`src/rtl/float_pkg.sv`:
```
// Shared float definitions for the sort controller and its comparator.
// Holds field widths, controller state encoding and field-slice helpers.
package float_pkg;

   localparam int FLOAT_W = 13;
   localparam int EXP_W   = 4;
   localparam int MAN_W   = 8;

   typedef enum logic [1:0] {
      S_LOAD  = 2'd0,
      S_SORT  = 2'd1,
      S_DRAIN = 2'd2
   } state_t;

   function automatic logic f_sign(input logic [FLOAT_W-1:0] f);
      return f[FLOAT_W-1];
   endfunction

   function automatic logic [EXP_W-1:0] f_exp(input logic [FLOAT_W-1:0] f);
      return f[FLOAT_W-2 -: EXP_W];
   endfunction

   function automatic logic [MAN_W-1:0] f_man(input logic [FLOAT_W-1:0] f);
      return f[MAN_W-1:0];
   endfunction

   // Exponent above mantissa, so the magnitude compares as one unsigned word.
   function automatic logic [EXP_W+MAN_W-1:0] f_mag(input logic [FLOAT_W-1:0] f);
      return {f_exp(f), f_man(f)};
   endfunction

endpackage

```
`src/rtl/floating_greater.sv`:
```
// Combinational sign-magnitude float compare: gt = (a > b).
// Ports: a, b (FLOAT_W floats), gt. +0 orders above -0; equal -> gt=0.
module floating_greater
   import float_pkg::*;
(
   input  logic [FLOAT_W-1:0] a,
   input  logic [FLOAT_W-1:0] b,
   output logic               gt
);

   logic                   sa, sb;
   logic [EXP_W+MAN_W-1:0] ma, mb;

   assign sa = f_sign(a);
   assign sb = f_sign(b);
   assign ma = f_mag(a);
   assign mb = f_mag(b);

   always_comb begin
      gt = 1'b0;
      if (sa != sb) begin
         gt = sb;
      end else if (!sa) begin
         gt = (ma > mb);
      end else begin
         // Both negative: larger magnitude is the smaller value.
         gt = (ma < mb);
      end
   end

endmodule

```
`src/rtl/floating_sort_ctrl.sv`:
```
// Loads N floats, bubble-sorts them with one shared comparator, drains ascending.
// Ports: clk, reset_n, in_valid/in_ready/in_data, out_valid/out_ready/out_data/out_last, busy.
module floating_sort_ctrl
   import float_pkg::*;
#(
   parameter int N = 8,
   parameter int W = FLOAT_W
) (
   input  logic         clk,
   input  logic         reset_n,
   input  logic         in_valid,
   output logic         in_ready,
   input  logic [W-1:0] in_data,
   output logic         out_valid,
   input  logic         out_ready,
   output logic [W-1:0] out_data,
   output logic         out_last,
   output logic         busy
);

   localparam int IDX_W = $clog2(N);
   localparam logic [IDX_W-1:0] LAST = IDX_W'(N - 1);
   localparam logic [IDX_W-1:0] PEN  = IDX_W'(N - 2);

   state_t           state_q, state_d;
   logic [IDX_W-1:0] idx_q, idx_d;
   logic [IDX_W-1:0] pass_q, pass_d;
   logic [IDX_W-1:0] nidx;
   logic [W-1:0]     mem_q [N];
   logic [W-1:0]     cmp_a, cmp_b;
   logic             gt;
   logic             wr_en;
   logic             swap;

   // Guard the neighbour index so idx=N-1 never reads past the buffer.
   assign nidx  = (idx_q == LAST) ? '0 : idx_q + 1'b1;
   assign cmp_a = mem_q[idx_q];
   assign cmp_b = mem_q[nidx];

   floating_greater u_cmp (
      .a  (cmp_a),
      .b  (cmp_b),
      .gt (gt)
   );

   always_ff @(posedge clk or negedge reset_n) begin
      if (!reset_n) begin
         state_q <= S_LOAD;
         idx_q   <= '0;
         pass_q  <= '0;
         for (int i = 0; i < N; i++) mem_q[i] <= '0;
      end else begin
         state_q <= state_d;
         idx_q   <= idx_d;
         pass_q  <= pass_d;
         if (wr_en) mem_q[idx_q] <= in_data;
         if (swap) begin
            mem_q[idx_q] <= cmp_b;
            mem_q[nidx]  <= cmp_a;
         end
      end
   end

   always_comb begin
      state_d   = state_q;
      idx_d     = idx_q;
      pass_d    = pass_q;
      in_ready  = 1'b0;
      out_valid = 1'b0;
      out_last  = 1'b0;
      out_data  = '0;
      busy      = 1'b0;
      wr_en     = 1'b0;
      swap      = 1'b0;
      unique case (state_q)
         S_LOAD: begin
            in_ready = 1'b1;
            if (in_valid) begin
               wr_en = 1'b1;
               if (idx_q == LAST) begin
                  idx_d   = '0;
                  pass_d  = '0;
                  state_d = S_SORT;
               end else begin
                  idx_d = idx_q + 1'b1;
               end
            end
         end
         S_SORT: begin
            busy = 1'b1;
            // Strict gt keeps equal values in input order.
            swap = gt;
            if (idx_q == PEN) begin
               idx_d = '0;
               if (pass_q == PEN) state_d = S_DRAIN;
               else pass_d = pass_q + 1'b1;
            end else begin
               idx_d = idx_q + 1'b1;
            end
         end
         S_DRAIN: begin
            busy      = 1'b1;
            out_valid = 1'b1;
            out_data  = mem_q[idx_q];
            out_last  = (idx_q == LAST);
            if (out_ready) begin
               if (idx_q == LAST) begin
                  idx_d   = '0;
                  state_d = S_LOAD;
               end else begin
                  idx_d = idx_q + 1'b1;
               end
            end
         end
         default: state_d = S_LOAD;
      endcase
   end

endmodule

```
`config.mk`:
```
export PLATFORM = sky130hd
export DESIGN_NAME = floating_sort_ctrl
export DESIGN_NICKNAME = d
export VERILOG_FILES = /design/src/rtl/float_pkg.sv /design/src/rtl/floating_greater.sv /design/src/rtl/floating_sort_ctrl.sv
export SDC_FILE = /design/constraint.sdc
export NUM_CORES = 1
export LEC_CHECK = 0
export CAP_MARGIN = 10
export CELL_PAD_IN_SITES_DETAIL_PLACEMENT = 1
export CELL_PAD_IN_SITES_GLOBAL_PLACEMENT = 2
export CORE_ASPECT_RATIO = 0.7
export CORE_UTILIZATION = 30
export DETAILED_ROUTE_END_ITERATION = 10
export HOLD_SLACK_MARGIN = 0.03
export PLACE_DENSITY_LB_ADDON = 0.08
export SLEW_MARGIN = 0
export SYNTH_ARGS = -nofsm -noshare
export SYNTH_HDL_FRONTEND = slang
export SYNTH_SLANG_ARGS = --single-unit
```
`constraint.sdc`:
```
create_clock -name clk -period 5.85 [get_ports clk]
set_input_delay 0.8775 -clock clk [delete_from_list [all_inputs] [get_ports clk]]
set_output_delay 0.8775 -clock clk [all_outputs]
set_load 0.02 [all_outputs]
```
==> results.rst <==
.. list-table::
   :header-rows: 1

   * - Metric
     - Value
   * - Outcome
     - finished, final reports clean
   * - Worst clock skew
     - approximately 13 ps
   * - Final setup vio count
     - 0
   * - IO Count
     - 34
   * - Hold_ws
     - 498.7 ps
   * - Relative slew slack
     - roughly 26%
   * - Number of buffers inserted by post-CTS setup repair
     - 0
   * - Number of buffers created by CTS
     - 9
   * - Global routing usage summed across all routing layers
     - about 29%
   * - # Max-Cap Violations
     - 0
   * - Min Tclk post-route
     - 5274 ps
   * - TritonCTS clock tree
     - yes
   * - Number of enable flip-flop cells after synthesis
     - 0
   * - Sinks on Clock Net
     - between 100 and 150
   * - Residual DRC count
     - 0
   * - Buffers plus inverters on the worst setup path
     - 1
   * - Detailed Route WL
     - about 45,000 um
   * - Cell type group with the largest total delay on the critical path
     - compound AO/OA/AOI/OAI gates
   * - Biggest area consumer among synthesized cells
     - sky130_fd_sc_hd__dfrtp_1
   * - Most common cell on crit path
     - sky130_fd_sc_hd__ha_1
   * - Buffer type at the clock tree root
     - sky130_fd_sc_hd__clkbuf_16
   * - Number of antenna violations at the first check in global routing
     - 2
   * - Crit path max-delay cell type
     - sky130_fd_sc_hd__a221o_4
   * - Final WS setup
     - about 580 ps
   * - Share of synthesized area occupied by flip-flops and latches
     - around 30%
   * - Post-synthesis cell count
     - a little over 1,000
   * - H-tree lvl count
     - 3
   * - Largest driver fanout on the critical path
     - 55
   * - Avg Inst Size Synth
     - 9.265 sq um
   * - Type of origin of the critical path
     - flip-flop
   * - Distinct cells, synth
     - between 60 and 70
   * - Ratio of routed vias to standard cells
     - 6.073
   * - RSZ-0062 raised after global routing
     - false
   * - Die Outline Area
     - 0.03229 sq mm
   * - Source-to-sink clock delay at the later pin of the worst-skew pair
     - roughly 400 ps
   * - WL per Instance
     - 30.93 um
   * - Global route total overflow
     - 0
   * - Commonest non-fill, non-tap cell in the layout
     - sky130_fd_sc_hd__mux2i_1
   * - DR pass1 iterations
     - 5
   * - Placeable core region
     - 0.03108 sq mm
   * - Detailed placer's ending HPWL
     - between 30,000 and 40,000 um
   * - Placer Congestion
     - about 0.88
   * - Layout Nets
     - about 1,100
   * - Via total after detailed routing
     - roughly 8,900
   * - Worst slack at placement
     - around 660 ps
   * - Critical path data arrival time
     - 5600 ps
   * - Type of the worst setup path
     - flip-flop to flip-flop
   * - Antenna-violating nets left
     - 0
   * - Syn nets
     - 1,060
   * - Slew at the pin closest to its max-slew limit
     - about 1100 ps
   * - Number of global-route vias before repair
     - 8,964
   * - Syn. warnings
     - 0
   * - Iteration-0 DRC count of the detailed router
     - approximately 900
   * - Overall die width
     - 214.3 um
   * - Required time of the critical path
     - 6170 ps
   * - Number of instances resized during post-cts repair
     - 0
   * - Antenna diode count
     - 0
   * - P&R area growth vs syn
     - 13.17%
   * - Flip-flop cell with the highest count after synthesis
     - sky130_fd_sc_hd__dfrtp_1
   * - Clock-pin transition on the worst setup and hold timing paths
     - 80 ps
   * - Number of buffers inserted for hold repair after clock tree synthesis
     - 0
   * - Final count of pins violating max slew
     - 0
   * - Port-buffer cells
     - 33
   * - Synthesized flop and latch total
     - 112
   * - Starting Density
     - 30.47%
   * - Number of fillers in the final layout
     - roughly 3,600
   * - Netlist Area Pre-Place
     - ~0.0095 sq mm
   * - Final TNS setup
     - 0 ps
   * - Type of destination of the critical path
     - flip-flop
   * - Number of rows in the core area
     - 54
   * - Global-route wire length before repair
     - 66,130 um
   * - Layout cell share with drive strength beyond 1
     - about an eighth
   * - Yosys top cell area share
     - approximately 30%
   * - Cell chain of the critical path
     - ha_1 > ha_1 > a21o_1 > nand2_1 > o211ai_1 > or2_2 > ha_1 > nand4_1 > a211o_1 > nand3_1 > a221o_4 > buf_4 > mux2i_1
   * - Count of endpoints failing hold in the final timing report
     - 0
   * - Maximum operating frequency
     - between 0.15 and 0.2 GHz
   * - Largest net degree at the start of global routing
     - 74
   * - Final cycle utilization of the critical path
     - 90.15%
   * - Post-synth ARST share
     - 100.0%
   * - Highest-count cells in the layout ignoring fill and taps
     - 246 x sky130_fd_sc_hd__mux2i_1, 109 x sky130_fd_sc_hd__dfrtp_1, 86 x sky130_fd_sc_hd__nand2_1
   * - Delay of the slowest cell on the worst path
     - slightly below 900 ps
   * - Max Root-Sink Buffers
     - 2
   * - Die Y
     - between 150 and 200 um
   * - Min-delay worst type
     - input port to async pin
   * - Top area cells in the synthesized netlist
     - sky130_fd_sc_hd__dfrtp_1 30%, sky130_fd_sc_hd__mux2i_1 26%, sky130_fd_sc_hd__a221oi_1 3.7%
-- per-layer routing --
layer | vias up | track usage, % | part of all wire [%]
li1 | 3897 | - | -
met1 | 4614 | 42.40 | 50
met2 | 308 | 42.19 | 42
met3 | 42 | 6.404 | 6.5
met4 | 0 | 5.893 | 1.5
met5 | - | 0 | 0
-- kinds of logic (layout without fill, tap and decap cells) --
group           after synthesis  count (layout)  synth area share [%]
simple gates                237             237                 11.38
buf+inv                     119             136                 6.038
compound gates              262             262                 20.49
fa+ha+maj                    21              21                 2.775
mux                         271             271                 29.72
flops                       112             112                 29.60
-- synthesized netlist by cell type (3+ instances only) --
master and number:
sky130_fd_sc_hd__mux2i_1 246, sky130_fd_sc_hd__a31oi_1 4, sky130_fd_sc_hd__dfrtp_1 112, sky130_fd_sc_hd__nor3b_1 3, sky130_fd_sc_hd__or3_1 5, sky130_fd_sc_hd__clkinv_1 3
sky130_fd_sc_hd__nand4_1 4, sky130_fd_sc_hd__nand3_1 11, sky130_fd_sc_hd__nand2_1 86, sky130_fd_sc_hd__o221ai_1 11, sky130_fd_sc_hd__and2_1 13, sky130_fd_sc_hd__clkbuf_1 45
sky130_fd_sc_hd__nor2b_1 8, sky130_fd_sc_hd__a222oi_1 15, sky130_fd_sc_hd__buf_6 7, sky130_fd_sc_hd__mux2_2 13, sky130_fd_sc_hd__nor3_1 20, sky130_fd_sc_hd__o311a_1 3
sky130_fd_sc_hd__a22o_1 3, sky130_fd_sc_hd__a22oi_1 27, sky130_fd_sc_hd__mux2_1 5, sky130_fd_sc_hd__o31ai_1 3, sky130_fd_sc_hd__o21ai_0 52, sky130_fd_sc_hd__a221o_1 4
sky130_fd_sc_hd__a221oi_1 40, sky130_fd_sc_hd__o211ai_1 26, sky130_fd_sc_hd__buf_1 5, sky130_fd_sc_hd__o221a_2 6, sky130_fd_sc_hd__nand2b_1 7, sky130_fd_sc_hd__and3_1 4
sky130_fd_sc_hd__o22a_1 4, sky130_fd_sc_hd__ha_1 21, sky130_fd_sc_hd__inv_1 20, sky130_fd_sc_hd__buf_2 28, sky130_fd_sc_hd__buf_4 10, sky130_fd_sc_hd__mux4_2 6
sky130_fd_sc_hd__a21oi_1 26, sky130_fd_sc_hd__o22ai_1 17, sky130_fd_sc_hd__nor2_1 69
-- final timing paths --
check	from	endpoint	slack, ps	cells past startpoint
worst max register to register	idx_q[0]	mem_q[100]	580	13
worst min-delay path	reset_n	mem_q[32]	500	1
worst max-delay path	idx_q[0]	mem_q[100]	580	13
min in group clk	pass_q[1]	pass_q[1]	550	2
worst min register to register	pass_q[1]	pass_q[1]	550	2
max in group asynchronous	reset_n	mem_q[60]	3820	2
-- cell type report --
class	instances	area [sq um]	area share [%]
sequential	112	2809	26.21
timing repair buffer	96	825.8	7.706
tap	420	525.5	4.904
clock inverter	7	105.1	0.9807
inverter	24	90.09	0.8406
clock buffer	9	225.2	2.102
multi-input combinational	791	6136	57.26
-- sequential cells by signal, indices dropped and copies added (netlist names) --
signal	count
state_q	2
mem_q	104
idx_q	3
pass_q	3
-- worst reg2reg max path, stage by stage (launching register included) --
cell and delay, ps:
sky130_fd_sc_hd__dfrtp_4 510, sky130_fd_sc_hd__ha_1 210, sky130_fd_sc_hd__ha_1 370, sky130_fd_sc_hd__a21o_1 340, sky130_fd_sc_hd__nand2_1 620, sky130_fd_sc_hd__o211ai_1 310, sky130_fd_sc_hd__or2_2 440, sky130_fd_sc_hd__ha_1 330
sky130_fd_sc_hd__nand4_1 130, sky130_fd_sc_hd__a211o_1 270, sky130_fd_sc_hd__nand3_1 100, sky130_fd_sc_hd__a221o_4 870, sky130_fd_sc_hd__buf_4 500, sky130_fd_sc_hd__mux2i_1 210
-- through the flow --
stage | cell area [sq um] | util [%] | instances
5_1_grt | 10720 | 34.48 | 1459
2_1_floorplan | 9469 | - | 1022
4_1_cts | 10720 | 34.48 | 1459
6_report | 10720 | 34.48 | 1459
3_5_place_dp | 10390 | 33.42 | 1443
3_3_place_gp | 10390 | 33.42 | 1443
Power is not shown: default switching activity piles up to over one toggle a cycle in this logic, so the estimate is an artifact.
==> RTL change 1 (config.mk and constraints unchanged) <==
Encoding of `state_t`: now one-hot (3 bits for 3 states).
--- a/src/rtl/float_pkg.sv
+++ b/src/rtl/float_pkg.sv
@@ -6,10 +6,10 @@
    localparam int EXP_W   = 4;
    localparam int MAN_W   = 8;
 
-   typedef enum logic [1:0] {
-      S_LOAD  = 2'd0,
-      S_SORT  = 2'd1,
-      S_DRAIN = 2'd2
+   typedef enum logic [2:0] {
+      S_LOAD  = 3'b001,
+      S_SORT  = 3'b010,
+      S_DRAIN = 3'b100
    } state_t;
 
    function automatic logic f_sign(input logic [FLOAT_W-1:0] f);
Function: same outputs for any inputs over 4 cycles, from zero or initial values and one cycle with reset_n low; so few cycles prove little.
==> RTL change 1 against the original RTL <==
Area after synthesis up 2.9%. Clock skew up 3.7 ps. Worst setup slack worse by 46 ps. Non-clock buffer count up 4. Routed wire length up 10%. Maximum frequency down 0.86%. Worst hold slack worse by 78 ps. Final cell count up 4.6%. Sequential cell count up 1. Final area up 4.4%. Global-route usage up 1.9 points. Largest cell class unchanged.
Power is not shown: default switching activity piles up to over one toggle a cycle in this logic, so the estimate is an artifact.
==> RTL change 1: results (changes against the original RTL) <==
outcome completed; iteration-0 DRC count of the detailed router 1052 (+15%); grt met2 use 42.72% (+0.53 points); DP Area 10600 sq um (+2.1%); Register-to-Register Path Depth 16 (+3); critical path fanouts, max 32 (-42%); die height 152.8 um (+1.4%); multiplexer share of the synthesized area 26.72% (-3.0 points); syn avg cell area 9.060 sq um (-2.2%); Die Wd 217.4 um (+1.4%); sequential share of the synthesized area 29.05% (-0.55 points); vias per inst 6.217 (+2.4%); nets 1128 (+5.2%); fillcell total 3608 (+1.4%); H-Tree Depth 4 (+1); Inst Count DP 1495 (+3.6%); compound-cell area share of the yosys netlist 20.57% (+0.074 points); Setup crit end mem_q[14]$_DFF_PN0_; latest clock arrival within the worst-skew pair 460 ps (+60 ps); largest net degree at the start of global routing 72 (-2.7%); share of post-route cells with drive strength above 1 12.75% (+0.14 points); synth cell count leaders mux2i_1, dfrtp_1, nor2_1, nand2_1, a21oi_1; met3 GRT Util 6.926% (+0.52 points); clock buffer count from CTS 17 (+8); DR WL/cell 32.65 um (+5.6%); hold slack 420.3 ps (-78.31 ps)
RTL change 1: cell types whose count changed after synthesis, sizes merged, moves of 10 or more:
cell    before  now
a22oi       27    1
mux2        18    4
inv         21   44
o211ai      26    6
a21oi       28   55
mux2i      247  230
nor2        71  105
nand2       86   55
nor3        20   32
a221oi      40   52
buf         50   60
RTL change 1: final cells by class:
cell class	instances	area, sq um	area share [%]
Multi-Input combinational cell	817	6226	55.65
Sequential cell	113	2835	25.34
Tap cell	420	525.5	4.697
Inverter	45	168.9	1.510
Clock inverter	5	75.07	0.6711
Clock buffer	26	509.2	4.552
Timing Repair Buffer	100	847.1	7.572
RTL change 1: worst max-delay path: stages, from the launching register on:
cell	delay, ps
dfrtp_4	540
inv_1	90
ha_1	540
nor2_1	810
buf_4	290
o21ai_0	80
and3_1	230
and2_1	230
inv_1	80
ha_1	270
a21oi_1	270
o21ai_0	130
nand2b_1	110
a31o_2	170
a211o_4	530
buf_4	540
mux2i_1	250
RTL change 1: cells by family (layout without fill, tap and decap cells):
logic type | after synthesis | after routing
muxes | 245 | 245
DFF | 113 | 113
and+or+nand+nor | 283 | 283
adders and majority gates | 17 | 17
buffers and inverters | 145 | 176
AOI/OAI and AO/OA | 272 | 272
RTL change 1: stage by stage:
step / setup WS (ps) / utilization (%)
6_report: 530.3 / 35.45
5_1_grt: 244.5 / 35.45
4_1_cts: 571.7 / 35.45
3_5_place_dp: 591.6 / 33.60
3_3_place_gp: 668.6 / 33.57
2_1_floorplan: 1327 / -
RTL change 1: layer usage:
metal	vias up	share of wire, %
li1	4115	-
met1	4934	49
met2	375	41
met3	63	7.2
met4	0	2.3
met5	-	0
==> RTL change 2 (config.mk and constraints unchanged) <==
Without the edit above. `FLOAT_W`: 13 -> 26.
--- a/src/rtl/float_pkg.sv
+++ b/src/rtl/float_pkg.sv
@@ -2,7 +2,7 @@
 // Holds field widths, controller state encoding and field-slice helpers.
 package float_pkg;
 
-   localparam int FLOAT_W = 13;
+   localparam int FLOAT_W = 26;
    localparam int EXP_W   = 4;
    localparam int MAN_W   = 8;
 
Interface: changed (resized in_data and out_data); port bits go from 34 to 60. The function was not compared with the original's and may differ.
==> RTL change 2 against the original RTL <==
Maximum frequency down 7.6%. Final area up 91%. Non-clock buffer count up 74. Largest cell class unchanged. Area after synthesis up 87%. Highest routed layer unchanged. Worst setup slack worse by 440 ps. Routed wire length up 100%. Sequential share of layout area up 0.29 points. Sequential cell count up 104.
Power is not shown: default switching activity piles up to over one toggle a cycle in this logic, so the estimate is an artifact.
==> RTL change 2: results (changes against the original RTL) <==
multiplexer share of the synthesized area 33.15% (+3.4 points); share of post-route cells with drive strength above 1 13.92% (+1.3 points); clock buffer count from CTS 27 (+18); CTS Buffer Depth 3 (+1); DR WL/cell 33.41 um (+8.0%); setup slack, reg-to-reg 140 ps (-440 ps); gpl congestion 0.8342 (-5.0%); Synth Net Count 1915 (+81%); DP Area 19500 sq um (+88%); iteration-0 DRC count of the detailed router 1694 (+86%); Adder-Cell Fraction of Synth Area 1.481% (-1.3 points); FF+latch area 5416 sq um (+93%); H-Tree Depth 1 (-2); vias per inst 6.257 (+3.0%); largest net degree at the start of global routing 93 (+26%); Port Buffers 59 (+79%); nets 1927 (+80%); outcome completed; Worst slew margin 16.08% (-9.5 points); drt pass-1 iters 6 (+1); initial antenna violation count 1 (-1); post-DP HPWL 56110 um (+81%); vias in the first global route 17140 (+91%); WP data arrival 6200 ps (+600 ps); clk_skew 23.09 ps (+9.882 ps); CP delay by family, top simple AND/OR/NAND/NOR gates; synth cell count leaders mux2i_1, dfrtp_1, nor2_1, a221oi_1, nand2_1; max frequency 175.2 MHz (-7.6%); critical path's largest stage delay 770 ps (-100 ps); post-place setup slack 469.4 ps (-194.0 ps)
==> RTL change 2: changes by cell type after synthesis, sizes merged, moves of 41 or more <==
| cell | unedited run | this run |
|---|---|---|
| a21oi | 28 | 91 |
| nor2 | 71 | 195 |
| a221oi | 40 | 101 |
| a211oi | 2 | 56 |
| mux2i | 247 | 502 |
| buf | 50 | 91 |
| clkbuf | 45 | 96 |
| dfrtp | 112 | 216 |
==> RTL change 2: final cells by class <==
class	count	share of cell area, %
Tap cell	798	4.884
Timing Repair Buffer	170	7.480
Multi-Input combinational cell	1435	56.04
Inverter	26	0.4774
Sequential cell	216	26.50
Clock buffer	42	4.070
Clock inverter	7	0.5386
Antenna cell	1	0.01224
==> RTL change 2: routing by layer <==
layer / GRT usage [%] / up-vias / wire [um]
met5: 0 / - / 0
met4: 6.432 / 0 / 1900
met3: 4.007 / 110 / 5362
met2: 44.46 / 615 / 38250
met1: 45.13 / 8987 / 44530
li1: - / 7150 / -
